`src/rtl/conv_window_3x3_if.sv`:
```
// Pixel-in / window-out bundle for conv_window_3x3.
// With CONV_WINDOW_POS_OUT_EN defined it also carries the window centre coordinates.
interface conv_window_3x3_if #(
    parameter int DATA_W = 16,
    parameter int IMG_W  = 28,
    parameter int IMG_H  = 28
);
    logic                  frame_sync;
    logic [DATA_W-1:0]     data_in;
    logic                  data_in_valid;
    logic [9*DATA_W-1:0]   window_out;
    logic                  window_valid;
    logic                  frame_done;
`ifdef CONV_WINDOW_POS_OUT_EN
    logic [$clog2(IMG_H)-1:0] win_row;
    logic [$clog2(IMG_W)-1:0] win_col;

    modport slave (
        input  frame_sync, data_in, data_in_valid,
        output window_out, window_valid, frame_done, win_row, win_col
    );
    modport master (
        output frame_sync, data_in, data_in_valid,
        input  window_out, window_valid, frame_done, win_row, win_col
    );
`else
    modport slave (
        input  frame_sync, data_in, data_in_valid,
        output window_out, window_valid, frame_done
    );
    modport master (
        output frame_sync, data_in, data_in_valid,
        input  window_out, window_valid, frame_done
    );
`endif
endinterface

```
`src/rtl/conv_window_3x3.sv`:
```
// 3x3 neighbourhood builder: two line buffers plus a 3x3 shift window, no-padding output.
// Optional macro CONV_WINDOW_POS_OUT_EN adds win_row/win_col centre outputs.
module conv_window_3x3 #(
    parameter int IMG_W  = 28,
    parameter int IMG_H  = 28,
    parameter int DATA_W = 16
) (
    input  logic               clk,
    input  logic               rst,
    conv_window_3x3_if.slave   bus
);
    localparam int CW = $clog2(IMG_W);
    localparam int RW = $clog2(IMG_H);
    localparam logic [0:0] S_FILL   = 1'b0;
    localparam logic [0:0] S_ACTIVE = 1'b1;

    logic [CW-1:0]        col_cnt_q, col_cnt_d, col_eff_s;
    logic [RW-1:0]        row_cnt_q, row_cnt_d, row_eff_s;
    logic [0:0]           state_q, state_d, state_eff_s;
    logic [9*DATA_W-1:0]  win_q, win_d;
    logic                 win_valid_q, win_valid_d;
    logic                 frame_done_q, frame_done_d;
    logic [DATA_W-1:0]    lb0_q [IMG_W];
    logic [DATA_W-1:0]    lb1_q [IMG_W];
    logic [DATA_W-1:0]    lb0_rd_s, lb1_rd_s;
`ifdef CONV_WINDOW_POS_OUT_EN
    logic [RW-1:0]        win_row_q, win_row_d;
    logic [CW-1:0]        win_col_q, win_col_d;
`endif

    // frame_sync makes the current pixel (0,0) of a fresh frame
    always_comb begin
        if (bus.frame_sync) begin
            col_eff_s   = '0;
            row_eff_s   = '0;
            state_eff_s = S_FILL;
        end else begin
            col_eff_s   = col_cnt_q;
            row_eff_s   = row_cnt_q;
            state_eff_s = state_q;
        end
        lb0_rd_s = lb0_q[col_eff_s];
        lb1_rd_s = lb1_q[col_eff_s];
    end

    // Raster counters and fill/active state
    always_comb begin
        col_cnt_d = col_eff_s;
        row_cnt_d = row_eff_s;
        state_d   = state_eff_s;
        if (bus.data_in_valid) begin
            if (col_eff_s == CW'(IMG_W - 1)) begin
                col_cnt_d = '0;
                if (row_eff_s == RW'(IMG_H - 1)) begin
                    row_cnt_d = '0;
                    state_d   = S_FILL;
                end else begin
                    row_cnt_d = row_eff_s + RW'(1);
                    if (row_eff_s == RW'(1)) begin
                        state_d = S_ACTIVE;
                    end else begin
                        state_d = state_eff_s;
                    end
                end
            end else begin
                col_cnt_d = col_eff_s + CW'(1);
            end
        end else begin
            col_cnt_d = col_eff_s;
        end
    end

    // Window shift, valid and frame_done generation
    always_comb begin
        win_d        = win_q;
        win_valid_d  = 1'b0;
        frame_done_d = 1'b0;
        if (bus.data_in_valid) begin
            win_d[DATA_W*0 +: DATA_W] = win_q[DATA_W*1 +: DATA_W];
            win_d[DATA_W*1 +: DATA_W] = win_q[DATA_W*2 +: DATA_W];
            win_d[DATA_W*2 +: DATA_W] = lb0_rd_s;
            win_d[DATA_W*3 +: DATA_W] = win_q[DATA_W*4 +: DATA_W];
            win_d[DATA_W*4 +: DATA_W] = win_q[DATA_W*5 +: DATA_W];
            win_d[DATA_W*5 +: DATA_W] = lb1_rd_s;
            win_d[DATA_W*6 +: DATA_W] = win_q[DATA_W*7 +: DATA_W];
            win_d[DATA_W*7 +: DATA_W] = win_q[DATA_W*8 +: DATA_W];
            win_d[DATA_W*8 +: DATA_W] = bus.data_in;
            case (state_eff_s)
                S_ACTIVE: win_valid_d = (col_eff_s >= CW'(2));
                default:  win_valid_d = 1'b0;
            endcase
            frame_done_d = win_valid_d && (row_eff_s == RW'(IMG_H - 1))
                           && (col_eff_s == CW'(IMG_W - 1));
        end else begin
            win_valid_d  = 1'b0;
        end
    end

`ifdef CONV_WINDOW_POS_OUT_EN
    // Centre of the triggering pixel's window, held between windows
    always_comb begin
        if (win_valid_d) begin
            win_row_d = row_eff_s - RW'(1);
            win_col_d = col_eff_s - CW'(1);
        end else begin
            win_row_d = win_row_q;
            win_col_d = win_col_q;
        end
    end
`endif

    // State and output registers
    always_ff @(posedge clk or posedge rst) begin
        if (rst) begin
            col_cnt_q    <= '0;
            row_cnt_q    <= '0;
            state_q      <= S_FILL;
            win_q        <= '0;
            win_valid_q  <= 1'b0;
            frame_done_q <= 1'b0;
`ifdef CONV_WINDOW_POS_OUT_EN
            win_row_q    <= '0;
            win_col_q    <= '0;
`endif
        end else begin
            col_cnt_q    <= col_cnt_d;
            row_cnt_q    <= row_cnt_d;
            state_q      <= state_d;
            win_q        <= win_d;
            win_valid_q  <= win_valid_d;
            frame_done_q <= frame_done_d;
`ifdef CONV_WINDOW_POS_OUT_EN
            win_row_q    <= win_row_d;
            win_col_q    <= win_col_d;
`endif
        end
    end

    // Line buffers: read-before-write, row-1 migrates into the row-2 buffer
    always_ff @(posedge clk) begin
        if (bus.data_in_valid && !rst) begin
            lb0_q[col_eff_s] <= lb1_rd_s;
            lb1_q[col_eff_s] <= bus.data_in;
        end
    end

    assign bus.window_out   = win_q;
    assign bus.window_valid = win_valid_q;
    assign bus.frame_done   = frame_done_q;
`ifdef CONV_WINDOW_POS_OUT_EN
    assign bus.win_row      = win_row_q;
    assign bus.win_col      = win_col_q;
`endif
endmodule

```
`src/flat_wrapper.sv`:
```
// flat-port wrapper written by rule: the top's interface ports become plain ports
module conv_window_3x3_flat 
#(
    parameter int IMG_W  = 28,
    parameter int IMG_H  = 28,
    parameter int DATA_W = 16
)
  (clk, rst, bus_frame_sync, bus_data_in, bus_data_in_valid, bus_window_out, bus_window_valid, bus_frame_done);
  conv_window_3x3_if #(.DATA_W(DATA_W), .IMG_W(IMG_W), .IMG_H(IMG_H)) bus_i ();
  input  logic clk;
  input  logic rst;
  input wire logic [$bits(bus_i.frame_sync)-1:0] bus_frame_sync;
  input wire logic [$bits(bus_i.data_in)-1:0] bus_data_in;
  input wire logic [$bits(bus_i.data_in_valid)-1:0] bus_data_in_valid;
  output wire logic [$bits(bus_i.window_out)-1:0] bus_window_out;
  output wire logic [$bits(bus_i.window_valid)-1:0] bus_window_valid;
  output wire logic [$bits(bus_i.frame_done)-1:0] bus_frame_done;
  assign bus_i.frame_sync = bus_frame_sync;
  assign bus_i.data_in = bus_data_in;
  assign bus_i.data_in_valid = bus_data_in_valid;
  assign bus_window_out = bus_i.window_out;
  assign bus_window_valid = bus_i.window_valid;
  assign bus_frame_done = bus_i.frame_done;
  conv_window_3x3 #(.IMG_W(IMG_W), .IMG_H(IMG_H), .DATA_W(DATA_W)) u_core (.clk(clk), .rst(rst), .bus(bus_i));
endmodule
```
`config.mk`:
```
export PLATFORM = sky130hd
export DESIGN_NAME = conv_window_3x3_flat
export DESIGN_NICKNAME = d
export VERILOG_FILES = /design/src/rtl/conv_window_3x3_if.sv /design/src/rtl/conv_window_3x3.sv /design/src/flat_wrapper.sv
export SDC_FILE = /design/constraint.sdc
export NUM_CORES = 1
export LEC_CHECK = 0
export CORE_MARGIN = 8
export CORE_UTILIZATION = 40
export DETAILED_ROUTE_END_ITERATION = 16
export DONT_BUFFER_PORTS = 1
export PLACE_DENSITY_LB_ADDON = 0.3
export SYNTH_ARGS = -nofsm -noshare
export SYNTH_HDL_FRONTEND = slang
export SYNTH_SLANG_ARGS = --single-unit
```
`constraint.sdc`:
```
create_clock -name clk -period 4.7 [get_ports clk]
set_input_delay 0.705 -clock clk [delete_from_list [all_inputs] [get_ports clk]]
set_output_delay 0.705 -clock clk [all_outputs]
set_load 0.05 [all_outputs]
```
==> results.json <==
{
  "required_ps": 5020,
  "vias": 22900,
  "post_cts_buffers": 0,
  "syn_inst": 2489,
  "timing.rr.start": "u_core.col_cnt_q[1]$_DFF_PP0_",
  "p_clk_frac": 0.390,
  "first_iter_violations": 2620,
  "crit_cells": 6,
  "peakVddDrop_mv": 0.286,
  "synth_area_um2": 40900,
  "r2r_cells": 6,
  "synth_edf_count": 896,
  "die_area_um2": 113000,
  "hold_depth": 0,
  "path_clk_slew_ps": 70,
  "wl_per_cell_um": 28.0,
  "fin_hold_ws_ps": 134,
  "cts_resized": 0,
  "cp_slowest_cell": "nor2_4",
  "clock_skew_ps": 28.5,
  "vias_per_cell": 5.77,
  "cts_hold_buf": 0,
  "synth_seq_cells": 1053,
  "cts-root-buf": "clkbuf_16",
  "startpoint_type": "register",
  "crit_buf_inv": 2,
  "critPathTopFamily": "simple AND/OR/NAND/NOR gates",
  "grtUsageTotal": 0.192,
  "worst_pin_slew_ps": 1310,
  "synth-main-ff-cell": "edfxtp_1",
  "drv_slew": 0,
  "grt_overflow_total": 0,
  "routed_wl_um": 111000,
  "run_status": "finished clean",
  "grt_pass1_wl_um": 161000,
  "dr.pass1.iters": 6,
  "antennaDiodeCount": 0,
  "nets": 2549,
  "max_freq_mhz": 266,
  "combPwrFrac": 0.077,
  "fin_area_um2": 46500,
  "worstHoldStart": "bus_data_in[9]",
  "p_seq_frac": 0.533,
  "p_sw_mw": 5.69,
  "gp_congestion": 0.853,
  "yosysSeqAreaShare": 0.753,
  "grt_pass1_vias": 22900,
  "die_h_um": 336,
  "r2r_slack_ps": 930,
  "end_kind": "register",
  "die_x_um": 336,
  "syn_avg_cell_area_um2": 16.5,
  "worstSetupPathType": "reg -> reg",
  "mostFrequentLayoutCells": "896 x edfxtp_1, 252 x nand2_1, 232 x mux2_2",
  "powerDensity_nw_per_um2": 473,
  "yosysWarnings": 0,
  "clock_path_buffers": 3,
  "holdPathEnd": "u_core.lb1_q[4][9]$_DFFE_PP_",
  "drc_errors": 0,
  "synthArstFlopShare": 0.149,
  "boundaryPins": 166,
  "slew_headroom": 0.123,
  "cp.arrival_ps": 4090,
  "antenna_found_initial": 5,
  "dp_hpwl_um": 66200,
  "final_common_cell": "edfxtp_1",
  "insertion_delay_ps": 670,
  "io_buffers": 0,
  "dpl_cell_area_um2": 42900,
  "hold_violations": 0,
  "rsz0062_at_grt": "false",
  "initial_utilization": 0.403,
  "core_area_um2": 102000,
  "crit_path_cell_trace": "and2b_2 > inv_6 > ha_1 > nand2_1 > nor2_4 > buf_4",
  "min_path_type": "in -> reg",
  "drive_gt1_frac": 0.216,
  "area_growth_pct": 13.5,
  "swShare": 0.259,
  "critPathMaxStageDelay_ps": 790,
  "finalCritPeriodShare": 0.801,
  "cts_buffers": 101,
  "synth_cell_types": 64,
  "grt_start_max_net_pins": 185,
  "p_int_mw": 16.3,
  "drv_cap": 0,
  "period_needed_ps": 3770,
  "worstReg2RegEnd": "u_core.lb0_q[21][12]$_DFFE_PP_",
  "synth_fp_nets": 2515,
  "setup_viol": 0,
  "cts_tree": "yes",
  "fin_setup_tns_ps": 0,
  "fp-row-count": 117,
  "postRouteAntennaNets": 0,
  "p_leak_nw": 15.4,
  "ctsHtreeMaxLevel": 3,
  "fillers": 8675,
  "path_max_fanout": 33,
  "clock_sinks": 1053
}
[how the worst max path moves through the flow]
stage                                                 to                           from  slack [ps]
after floorplan            u_core.lb0_q[27][0]$_DFFE_PP_                 bus_frame_sync          60
after global placement     u_core.lb0_q[0][14]$_DFFE_PP_                 bus_frame_sync        1040
after detailed placement  u_core.lb0_q[21][12]$_DFFE_PP_                 bus_frame_sync         980
after CTS                 u_core.lb0_q[21][12]$_DFFE_PP_  u_core.col_cnt_q[1]$_DFF_PP0_         960
after global routing        u_core.lb0_q[0][9]$_DFFE_PP_  u_core.col_cnt_q[1]$_DFF_PP0_         830
final                     u_core.lb0_q[21][12]$_DFFE_PP_  u_core.col_cnt_q[1]$_DFF_PP0_         930
[cell families (layout without fill, tap and decap cells)]
group,after synthesis,after routing,share of synthesized area
flops,1053,1053,0.753
compound gates,458,458,0.0745
simple gates,457,457,0.0482
mux,345,345,0.101
buf+inv,165,283,0.0204
fa+ha+maj,6,6,0.00183
xor+xnor,5,5,0.00107
[sequential cells by signal, summed over array words and instances, names as in the netlist]
| register | flops |
|---|---|
| u_core.state_q | 1 |
| u_core.bus.window_out | 144 |
| u_core.bus.window_valid | 1 |
| u_core.lb0_q | 448 |
| u_core.row_cnt_q | 5 |
| u_core.col_cnt_q | 5 |
| u_core.lb1_q | 448 |
| u_core.bus.frame_done | 1 |
[routing by layer]
metal	vias to the layer above	global-route usage	wire length, um	part of all wire
li1	9784	-	-	-
met2	1071	0.315	53500	0.48
met1	11900	0.262	45700	0.41
met4	0	0.0592	2820	0.025
met5	-	0	0	0
met3	151	0.0318	9140	0.082
[stage by stage]
stage,utilization,cells,setup slack [ps],power [mW]
finish,0.457,3975,935,22.0
floorplan,-,2489,58.0,13.0
global placement,0.422,3788,1040,13.6
detailed placement,0.422,3788,983,13.6
CTS,0.457,3975,955,22.1
global route,0.457,3975,833,22.6
[cells in the mapped netlist (2+ instances only)]
cell type / number / area (um^2)
o2bb2ai_1: 3 / 26.3
a221o_1: 3 / 30.0
nand2b_1: 5 / 31.3
a41oi_1: 16 / 140
buf_4: 4 / 30.0
o21bai_1: 2 / 15.0
a21oi_1: 138 / 691
buf_6: 16 / 180
xnor2_1: 2 / 17.5
nor3b_1: 3 / 22.5
a211oi_1: 23 / 173
edfxtp_1: 896 / 26900
nor2b_1: 16 / 100
nand2b_4: 2 / 27.5
inv_1: 5 / 18.8
nand2_1: 253 / 950
nor2_1: 95 / 357
o311a_1: 2 / 20.0
xor2_1: 3 / 26.3
a31oi_1: 46 / 288
buf_1: 10 / 37.5
mux2_2: 232 / 2610
a22oi_1: 44 / 330
and3b_1: 2 / 17.5
o21ai_1: 9 / 45.0
ha_1: 6 / 75.1
o21ai_0: 63 / 315
o221ai_1: 3 / 26.3
nand4_1: 2 / 12.5
buf_2: 48 / 240
mux4_2: 31 / 698
nor3b_2: 2 / 25.0
a221oi_1: 61 / 534
a2111oi_0: 2 / 17.5
or3_1: 15 / 93.8
nor3_1: 9 / 45.0
a311o_1: 2 / 20.0
a32oi_1: 15 / 131
dfrtp_1: 157 / 3930
nand3_1: 47 / 235
mux2i_1: 82 / 821
clkbuf_1: 79 / 297
a222oi_1: 12 / 120
o22ai_1: 3 / 18.8
[cell type report]
cell class / instances / area (um^2) / share of cell area
clock inverters: 58 / 732 / 0.0158
clock buffers: 129 / 2800 / 0.0602
flip-flops and latches: 1053 / 30800 / 0.664
multi-input cells: 1271 / 9510 / 0.205
well taps: 1368 / 1710 / 0.0368
repair buffers: 89 / 818 / 0.0176
inverters: 7 / 40.0 / 0.000862
[power groups by stage]
stage | registers, mW | logic (mW) | clock network [mW]
2_1_floorplan | 11.8 | 1.21 | 0
3_3_place_gp | 11.9 | 1.66 | 0
3_5_place_dp | 11.9 | 1.70 | 0
4_1_cts | 11.7 | 1.70 | 8.68
5_1_grt | 11.7 | 1.82 | 9.01
6_report | 11.7 | 1.70 | 8.57
Power figures use the tool's default switching activity.
